==> config.mk <==
export PLATFORM = sky130hd
export DESIGN_NAME = sha256_msg_padder
export DESIGN_NICKNAME = d
export VERILOG_FILES = /design/src/rtl/sha256_msg_padder.sv
export SDC_FILE = /design/constraint.sdc
export NUM_CORES = 1
export LEC_CHECK = 0
export BUFFER_PORTS_ARGS = -buffer_cell sky130_fd_sc_hd__buf_2
export CAP_MARGIN = 40
export CORE_MARGIN = 2
export CORE_UTILIZATION = 55
export DETAILED_ROUTE_END_ITERATION = 16
export PLACE_DENSITY_LB_ADDON = 0.3
export SLEW_MARGIN = 10
export SYNTH_ARGS = -nofsm -noshare
export SYNTH_HDL_FRONTEND = slang
export SYNTH_SLANG_ARGS = --single-unit
==> constraint.sdc <==
create_clock -name clk -period 2.4 [get_ports clk]
set_input_delay 0.36 -clock clk [delete_from_list [all_inputs] [get_ports clk]]
set_output_delay 0.36 -clock clk [all_outputs]
set_load 0.02 [all_outputs]
==> src/rtl/sha256_msg_padder.sv <==
// SHA-256 message padder: packs a byte stream big-endian into 32-bit words,
// appends 0x80, zero fill and the 64-bit message bit length, and emits the
// resulting 16-word blocks one word per handshake.
module sha256_msg_padder #(
  parameter int CNT_W = 29
) (
  input  logic        clk,
  input  logic        rst_n,
  input  logic        in_valid,
  input  logic [7:0]  in_data,
  input  logic        in_last,
  output logic        in_ready,
  output logic        w_valid,
  output logic [31:0] w_data,
  output logic        w_first,
  output logic        w_last,
  input  logic        w_ready
);

  typedef enum logic [1:0] {DATA, PAD_ZERO, LEN_HI, LEN_LO} state_t;

  state_t           state, state_nx;
  logic [1:0]       lane;
  logic [3:0]       widx;
  logic [CNT_W-1:0] bcnt;
  logic [23:0]      asm_sr;
  logic             mark_pend;

  logic             out_free;
  logic             consume;
  logic             accept;
  logic [3:0]       ld_idx;
  logic [63:0]      bit_len;

  logic             load;
  logic [31:0]      ld_data;
  logic             ld_last;
  logic             mark_set;
  logic             mark_clr;
  logic             clr_cnt;

  // Assemble a data word from the bytes collected so far plus the current
  // byte; a short final word gets the 0x80 marker right after its last byte.
  function automatic logic [31:0] pack_word(input logic [1:0] ln,
                                            input logic [23:0] a,
                                            input logic [7:0] b);
    logic [31:0] w;
    case (ln)
      2'd0:    w = {b, 8'h80, 16'h0000};
      2'd1:    w = {a[7:0], b, 8'h80, 8'h00};
      2'd2:    w = {a[15:0], b, 8'h80};
      default: w = {a, b};
    endcase
    return w;
  endfunction

  // The output register accepts a new word when it is empty or being drained;
  // a word loaded while the current one is consumed takes the next index.
  assign out_free = !w_valid || w_ready;
  assign consume  = w_valid && w_ready;
  assign in_ready = (state == DATA) && out_free;
  assign accept   = in_valid && in_ready;
  assign ld_idx   = consume ? widx + 4'd1 : widx;
  assign bit_len  = {{(61-CNT_W){1'b0}}, bcnt, 3'b000};

  // Next-state and output-register load selection.
  always_comb begin
    state_nx = state;
    load     = 1'b0;
    ld_data  = 32'h0000_0000;
    ld_last  = 1'b0;
    mark_set = 1'b0;
    mark_clr = 1'b0;
    clr_cnt  = 1'b0;
    case (state)
      DATA: begin
        if (accept && (lane == 2'd3 || in_last)) begin
          load    = 1'b1;
          ld_data = pack_word(lane, asm_sr, in_data);
          if (in_last) begin
            if (lane == 2'd3) begin
              // Marker did not fit: it goes out as a separate word.
              mark_set = 1'b1;
              state_nx = PAD_ZERO;
            end else begin
              state_nx = (ld_idx == 4'd13) ? LEN_HI : PAD_ZERO;
            end
          end
        end
      end
      PAD_ZERO: begin
        if (out_free) begin
          load     = 1'b1;
          ld_data  = mark_pend ? 32'h8000_0000 : 32'h0000_0000;
          mark_clr = 1'b1;
          // Word 13 is the last filler; 14 and 15 carry the length.
          if (ld_idx == 4'd13) state_nx = LEN_HI;
        end
      end
      LEN_HI: begin
        if (out_free) begin
          load     = 1'b1;
          ld_data  = bit_len[63:32];
          state_nx = LEN_LO;
        end
      end
      LEN_LO: begin
        if (out_free) begin
          load     = 1'b1;
          ld_data  = bit_len[31:0];
          ld_last  = 1'b1;
          clr_cnt  = 1'b1;
          state_nx = DATA;
        end
      end
      default: state_nx = DATA;
    endcase
  end

  // State, counters and byte assembly.
  always_ff @(posedge clk or negedge rst_n) begin
    if (!rst_n) begin
      state     <= DATA;
      lane      <= 2'd0;
      widx      <= 4'd0;
      bcnt      <= '0;
      asm_sr    <= 24'h000000;
      mark_pend <= 1'b0;
    end else begin
      state <= state_nx;
      if (consume) widx <= widx + 4'd1;
      if (accept) begin
        asm_sr <= {asm_sr[15:0], in_data};
        lane   <= in_last ? 2'd0 : lane + 2'd1;
        bcnt   <= bcnt + 1'b1;
      end
      if (clr_cnt) begin
        bcnt <= '0;
        lane <= 2'd0;
      end
      if (mark_set)      mark_pend <= 1'b1;
      else if (mark_clr) mark_pend <= 1'b0;
    end
  end

  // Output word register; holds steady while stalled.
  always_ff @(posedge clk or negedge rst_n) begin
    if (!rst_n) begin
      w_valid <= 1'b0;
      w_data  <= 32'h0000_0000;
      w_first <= 1'b0;
      w_last  <= 1'b0;
    end else if (load) begin
      w_valid <= 1'b1;
      w_data  <= ld_data;
      w_first <= (ld_idx == 4'd0);
      w_last  <= ld_last;
    end else if (consume) begin
      w_valid <= 1'b0;
    end
  end

endmodule

### Word level (Yosys, flattened, before mapping)

Cells that the tools add are included.

* flip-flop bits (word level): 97
* bits of input ports: 13
* output and inout bits: 36

* $add $sub $neg: 3
* equal/unequal tests: 13
* muxes and demuxes: 34
* reduce and logical (&&, ||, !) cells: 15

Operators by type and width (count)
* two-way mux 32 bit: 4
* one-hot mux 32 bit (4 select lines): 1
* one-hot mux 32 bit (3 select lines): 1
* two-way mux 29 bit: 2
* adder 29 x 1 -> 29 bit, second input constant: 1
* two-way mux 2 bit: 11
* two-way mux 1 bit: 12
* != test 2 bit, second input constant: 5
* == test 2 bit, second input constant: 4
* one-hot mux 2 bit (4 select lines): 1
* AND reduction 6 bit: 1
* nonzero test 2 bit: 3
* adder 4 x 1 -> 4 bit, second input constant: 1
* == test 2 x 1 -> 1 bit, second input constant: 2
* == test 4 bit, second input constant: 1
* logical AND 1 bit: 4
* logical NOT 2 bit: 2
* logical NOT 4 bit: 1
* two-way mux 4 bit: 1
* OR reduction 3 bit: 1
* adder 2 x 1 -> 2 bit, second input constant: 1
* logical OR 1 bit: 2
* != test 2 x 1 -> 1 bit, second input constant: 1
* one-hot mux 1 bit (2 select lines): 1
* logical NOT 1 bit: 1

### Depth between registers and ports, before layout

* depth in word-level cells: 8
* depth in mapped cells: 8
* gate-level depth less buffers: 7

### Worst setup path after synthesis

Ideal clock, no wire load.

* path kind: reg-to-reg
* start point: register state[0]
* end point: register bcnt[28]
* library setup time: 0.078 ns
* arrival: 1.908 ns
* path slack: 0.414 ns
* stages on the path, launching flop included: 8
* buffers on the path: 1
* clock period less this slack: 1.986 ns
* cells stage by stage: dfrtp_1 > inv_1 > ha_1 > clkbuf_1 > nand4_1 > or4_4 > or3_1 > a21oi_1

* longest elaborated chain between the ends: 4
* elaborated cells on any way between the ends: 7
* classes of those cells: 1 x eq/ne; 2 x mux; 4 x reduce/logical

RTL lines
* start, declared: line 22 `state_t state, state_nx;`
* start signal, assigned: line 130 `state <= state_nx;`
* logical NOT 2 bit: line 61 `assign in_ready = (state == DATA) && out_free;`
* logical AND 1 bit: line 61
* logical AND 1 bit: line 62 `assign accept = in_valid && in_ready;`
* nonzero test 2 bit (no line)
* end signal, assigned: line 135 `bcnt <= bcnt + 1'b1;`
* end, declared: line 25 `logic [CNT_W-1:0] bcnt;`

Several ways; a longest one is shown, not always the timed one.
A chain may end at the register's enable or synchronous reset.

### Worst setup path in the final report

* start point: register lane[0]
* end point: register w_data[10]

* longest elaborated chain between the ends: 5
* elaborated cells on any way between the ends: 11
* classes of those cells: 3 x eq/ne; 5 x mux; 3 x reduce/logical

RTL lines
* start, declared: line 23 `logic [1:0] lane;`
* start signal, assigned: line 134 `lane <= in_last ? 2'd0 : lane + 2'd1;`
* branches (longest 5 deep; another with one-hot mux 32 bit (3 select lines))
* end signal, assigned: line 155 `w_data <= ld_data;`
* end, declared: line 14 `output logic [31:0] w_data,`

Several ways; the timed one is not identified.

==> reports/summary.json <==
{
  "status": {"value": "finished, final reports clean"},
  "cts.sink_count": {"value": 97},
  "gp_congestion": {"value": 0.887},
  "crit-reg2reg-launch": {"value": "lane[0]$_DFFE_PN0P_"},
  "globalRouteTotalUtil": {"value": 26.9, "unit": "%"},
  "finish.utilization": {"value": 64.5, "unit": "%"},
  "worst_ir_drop_vdd": {"value": 718, "unit": "uV"},
  "gr-total-overflow": {"value": 0},
  "timing.hold.worst.class": {"value": "input port to register"},
  "synth_warnings": {"value": 0},
  "topRoutingLayerUsed": {"value": "met4"},
  "final_max_slew_viol_count": {"value": 0},
  "synth-main-ff-cell": {"value": "sky130_fd_sc_hd__dfrtp_1"},
  "cell_count_after_synthesis": {"value": 542},
  "die_width": {"value": 98.3, "unit": "um"},
  "core-area": {"value": 0.00868, "unit": "mm2"},
  "pre_cts_slack": {"value": 166, "unit": "ps"},
  "timing.final.ws_setup": {"value": 184, "unit": "ps"},
  "chip_height": {"value": 98.3, "unit": "um"},
  "p_int": {"value": 0.00412, "unit": "W"},
  "p_switching": {"value": 0.00289, "unit": "W"},
  "hp-start": {"value": "in_data[7]"},
  "final_hold_viol_count": {"value": 0},
  "routed_wirelength": {"value": 12600, "unit": "um"},
  "critPathSlowestCell": {"value": "sky130_fd_sc_hd__o21ai_0"},
  "finalWorstPathRequiredPeriod": {"value": 2220, "unit": "ps"},
  "netlist.top_cell.by_area": {"value": "sky130_fd_sc_hd__dfrtp_1"},
  "cts.root.buffer_cell": {"value": "sky130_fd_sc_hd__clkbuf_8"},
  "fin_setup_tns": {"value": 0, "unit": "ps"},
  "switching_share": {"value": 41.2, "unit": "%"},
  "detailroute.wirelength.met3": {"value": 1000, "unit": "um"},
  "final_min_period_over_clock_period": {"value": 92.3, "unit": "%"},
  "min_delay_worst_endpoint": {"value": "asm_sr[7]$_DFFE_PN0P_"},
  "cts_made_buffers": {"value": 9},
  "design.die.area": {"value": 0.00966, "unit": "mm2"},
  "timing.critical_path.to_type": {"value": "register"},
  "remaining_drc_errors": {"value": 0},
  "cts_tree": {"value": "yes"},
  "achievable-frequency": {"value": 451, "unit": "MHz"},
  "max_cap_viol_count": {"value": 0},
  "synth.distinct_cells": {"value": 44},
  "async_reset_ff_share": {"value": 100, "unit": "%"},
  "start_util": {"value": 56.3, "unit": "%"},
  "num-nets-final": {"value": 607},
  "crit_arrival": {"value": 2510, "unit": "ps"},
  "areaGrowthSynthToFinish": {"value": 14.6, "unit": "%"},
  "cp_data_required_time": {"value": 2700, "unit": "ps"},
  "final_area": {"value": 0.00560, "unit": "mm2"},
  "grt_antenna_before_repair": {"value": 0},
  "clkPwrFrac": {"value": 21.1, "unit": "%"},
  "dr_total_vias": {"value": 4248},
  "final_antenna_net_count": {"value": 0},
  "synth.net_count": {"value": 566},
  "worst_case_clock_buffer_depth": {"value": 2},
  "synth_largest_type_area_fraction": {"value": 49.7, "unit": "%"},
  "synth-seq-cells": {"value": 97},
  "synth_edf_count": {"value": 0},
  "timing.setup.critical_path_class": {"value": "register to register"},
  "dr.first_iter.drc_count": {"value": 460},
  "placement.io_buffers": {"value": 48},
  "detail_route.vias_per_cell": {"value": 6.10},
  "dpl.hpwl": {"value": 8870, "unit": "um"},
  "post-cts-setup-buffers": {"value": 0},
  "ff2ff_setup_slack": {"value": 180, "unit": "ps"},
  "routedWlPerCell": {"value": 18.1, "unit": "um"},
  "worstRegToRegCells": {"value": 8},
  "critPathMostFrequentCell": {"value": "sky130_fd_sc_hd__nand2_1"},
  "critPathMaxStageDelay": {"value": 470, "unit": "ps"},
  "ys_seq_area_share": {"value": 49.7, "unit": "%"},
  "rows": {"value": 34},
  "total_leakage_power": {"value": 2.59, "unit": "nW"},
  "start_kind": {"value": "register"},
  "synth.cell_area": {"value": 0.00489, "unit": "mm2"},
  "slew_headroom": {"value": 57.5, "unit": "%"},
  "via_count_of_the_first_global_routing_pass": {"value": 4071},
  "grt_max_degree": {"value": 58},
  "metal1_wirelength": {"value": 5370, "unit": "um"},
  "detailroute.wirelength.met2": {"value": 5900, "unit": "um"},
  "p_seq_share": {"value": 37.4, "unit": "%"},
  "hold_path_depth": {"value": 3},
  "placed_cells_incl_taps": {"value": 679},
  "wire_length_of_the_first_global_routing_pass": {"value": 20800, "unit": "um"},
  "final_cell_count_no_fill": {"value": 696},
  "share_comb_of_total_power": {"value": 41.5, "unit": "%"},
  "cts-htree-levels": {"value": 3},
  "clock-skew-final": {"value": 9.31, "unit": "ps"},
  "cell_types_with_the_largest_area_share_after_synthesis": {"value": "sky130_fd_sc_hd__dfrtp_1 50%, sky130_fd_sc_hd__nand2_1 8.4%, sky130_fd_sc_hd__nor2_1 6.4%"},
  "clkSlewWorstSetupHoldPaths": {"value": 90, "unit": "ps"},
  "unrepaired_setup_endpoints_after_global_routing": {"value": "no"},
  "power_per_cell_area": {"value": 1250, "unit": "mW/mm2"},
  "clock_insertion_delay_worst_skew": {"value": 370, "unit": "ps"},
  "worst_slew_pin_slew": {"value": 638, "unit": "ps"},
  "drt-pass1-iter-count": {"value": 5},
  "regToRegEndpoint": {"value": "w_data[10]$_DFFE_PN0P_"},
  "placedInstanceArea": {"value": 0.00529, "unit": "mm2"},
  "final_layout_size_suffix_gt1_share": {"value": 15.6, "unit": "%"},
  "critical_path_peak_fanout": {"value": 46},
  "crit_chain": {"value": "ha_1, buf_12, o21ai_0, nand2_1, nand2_1, buf_4, a221oi_1, nor2_1"},
  "top_level_ports": {"value": 49},
  "synth.avg_cell_area": {"value": 9.02, "unit": "um2"},
  "setup-violations-final": {"value": 0},
  "antennaDiodeCount": {"value": 0}
}
## registers in the layout, summed over array words and instances, names as in the netlist
signal / count
w_valid: 1
w_first: 1
bcnt: 29
widx: 4
w_data: 32
state: 2
asm_sr: 24
lane: 2
w_last: 1
mark_pend: 1
## cells in the mapped netlist, types with 2 or more instances
| master | count |
|---|---|
| sky130_fd_sc_hd__a21oi_1 | 15 |
| sky130_fd_sc_hd__a221oi_1 | 30 |
| sky130_fd_sc_hd__a222oi_1 | 8 |
| sky130_fd_sc_hd__a22o_1 | 10 |
| sky130_fd_sc_hd__a22oi_1 | 8 |
| sky130_fd_sc_hd__a31o_2 | 2 |
| sky130_fd_sc_hd__a32o_1 | 2 |
| sky130_fd_sc_hd__and2_1 | 3 |
| sky130_fd_sc_hd__and3_1 | 3 |
| sky130_fd_sc_hd__and4_1 | 3 |
| sky130_fd_sc_hd__buf_1 | 4 |
| sky130_fd_sc_hd__clkbuf_1 | 31 |
| sky130_fd_sc_hd__dfrtp_1 | 97 |
| sky130_fd_sc_hd__ha_1 | 11 |
| sky130_fd_sc_hd__inv_1 | 8 |
| sky130_fd_sc_hd__mux2i_1 | 5 |
| sky130_fd_sc_hd__nand2_1 | 110 |
| sky130_fd_sc_hd__nand2b_1 | 3 |
| sky130_fd_sc_hd__nand3_1 | 10 |
| sky130_fd_sc_hd__nand4_1 | 6 |
| sky130_fd_sc_hd__nor2_1 | 83 |
| sky130_fd_sc_hd__nor2b_1 | 3 |
| sky130_fd_sc_hd__nor3_1 | 9 |
| sky130_fd_sc_hd__nor3b_1 | 2 |
| sky130_fd_sc_hd__nor4_1 | 7 |
| sky130_fd_sc_hd__o21ai_0 | 26 |
| sky130_fd_sc_hd__o22ai_1 | 2 |
| sky130_fd_sc_hd__or3_1 | 6 |
| sky130_fd_sc_hd__xnor2_1 | 17 |
| sky130_fd_sc_hd__xor2_1 | 4 |
## cells by family after synthesis
group,share of synthesized area [%]
buf+inv,3.40
xor+xnor,3.76
flops,49.7
mux,1.25
simple gates,22.8
compound gates,16.3
fa+ha+maj,2.82
## final cells by class
type,count,area (um2)
fillers,715,3080
clock buffers,9,124
flip-flops and latches,97,2430
inverters,8,30.0
clock inverters,7,166
well taps,108,135
repair buffers,66,405
multi-input cells,401,2310
## layout by cell type, fill, tap and decap left out, types with 4 or more instances in the layout
cell type	instances
sky130_fd_sc_hd__nor3_1	9
sky130_fd_sc_hd__inv_1	8
sky130_fd_sc_hd__o21ai_0	26
sky130_fd_sc_hd__a21oi_1	14
sky130_fd_sc_hd__xnor2_1	17
sky130_fd_sc_hd__a221oi_1	30
sky130_fd_sc_hd__nor2_1	83
sky130_fd_sc_hd__nand3_1	10
sky130_fd_sc_hd__buf_2	47
sky130_fd_sc_hd__a22oi_1	8
sky130_fd_sc_hd__nand4_1	6
sky130_fd_sc_hd__mux2i_1	5
sky130_fd_sc_hd__xor2_1	4
sky130_fd_sc_hd__nand2_1	110
sky130_fd_sc_hd__buf_4	16
sky130_fd_sc_hd__a22o_1	10
sky130_fd_sc_hd__or3_1	6
sky130_fd_sc_hd__bufinv_16	5
sky130_fd_sc_hd__ha_1	11
sky130_fd_sc_hd__nor4_1	6
sky130_fd_sc_hd__dfrtp_1	97
sky130_fd_sc_hd__clkbuf_8	9
sky130_fd_sc_hd__a222oi_1	8
## power groups by stage
stage               sequential (W)  combinational (W)  clock (W)
floorplan                  0.00287            0.00161          0
global placement           0.00262            0.00277          0
detailed placement         0.00265            0.00286          0
CTS                        0.00261            0.00288    0.00152
global route               0.00270            0.00318    0.00157
finish                     0.00262            0.00291    0.00148
## routing by layer
metal,vias to the layer above,GRT usage [%]
li1,1984,-
met1,2054,38.6
met2,183,41.5
met3,27,6.08
met4,0,8.11
met5,-,0
## worst max path at each step
stage	endpoint	depth (start not counted)	slack [ps]	from
4_1_cts	bcnt[25]$_DFFE_PN0P_	7	140	state[0]$_DFFE_PN0P_
3_5_place_dp	w_data[21]$_DFFE_PN0P_	7	170	lane[0]$_DFFE_PN0P_
2_1_floorplan	bcnt[28]$_DFFE_PN0P_	7	410	state[0]$_DFFE_PN0P_
6_report	w_data[10]$_DFFE_PN0P_	8	180	lane[0]$_DFFE_PN0P_
5_1_grt	w_data[10]$_DFFE_PN0P_	8	40	lane[0]$_DFFE_PN0P_
3_3_place_gp	w_data[10]$_DFFE_PN0P_	6	240	lane[0]$_DFFE_PN0P_
## critical path: cells and delay by family (launching register included)
| kind | cells | cell delay, ps |
|---|---|---|
| AO/OA/AOI/OAI | 2 | 600 |
| buffers and inverters | 2 | 480 |
| flip-flops | 1 | 440 |
| AND/OR/NAND/NOR | 3 | 330 |
| adder cells (fa/ha/maj) | 1 | 280 |
## timing repair
item	CTS	global route
endpoints found under the hold margin	40	0
hold buffers	1	0
setup endpoints to repair	0	8
resized for setup	0	3
## stage by stage
stage,total power [W],hold slack (ps)
detailed placement,0.00551,386
floorplan,0.00448,64.4
global placement,0.00539,374
global route,0.00745,245
CTS,0.00701,240
finish,0.00701,257
(Power assumes the default switching activity.)
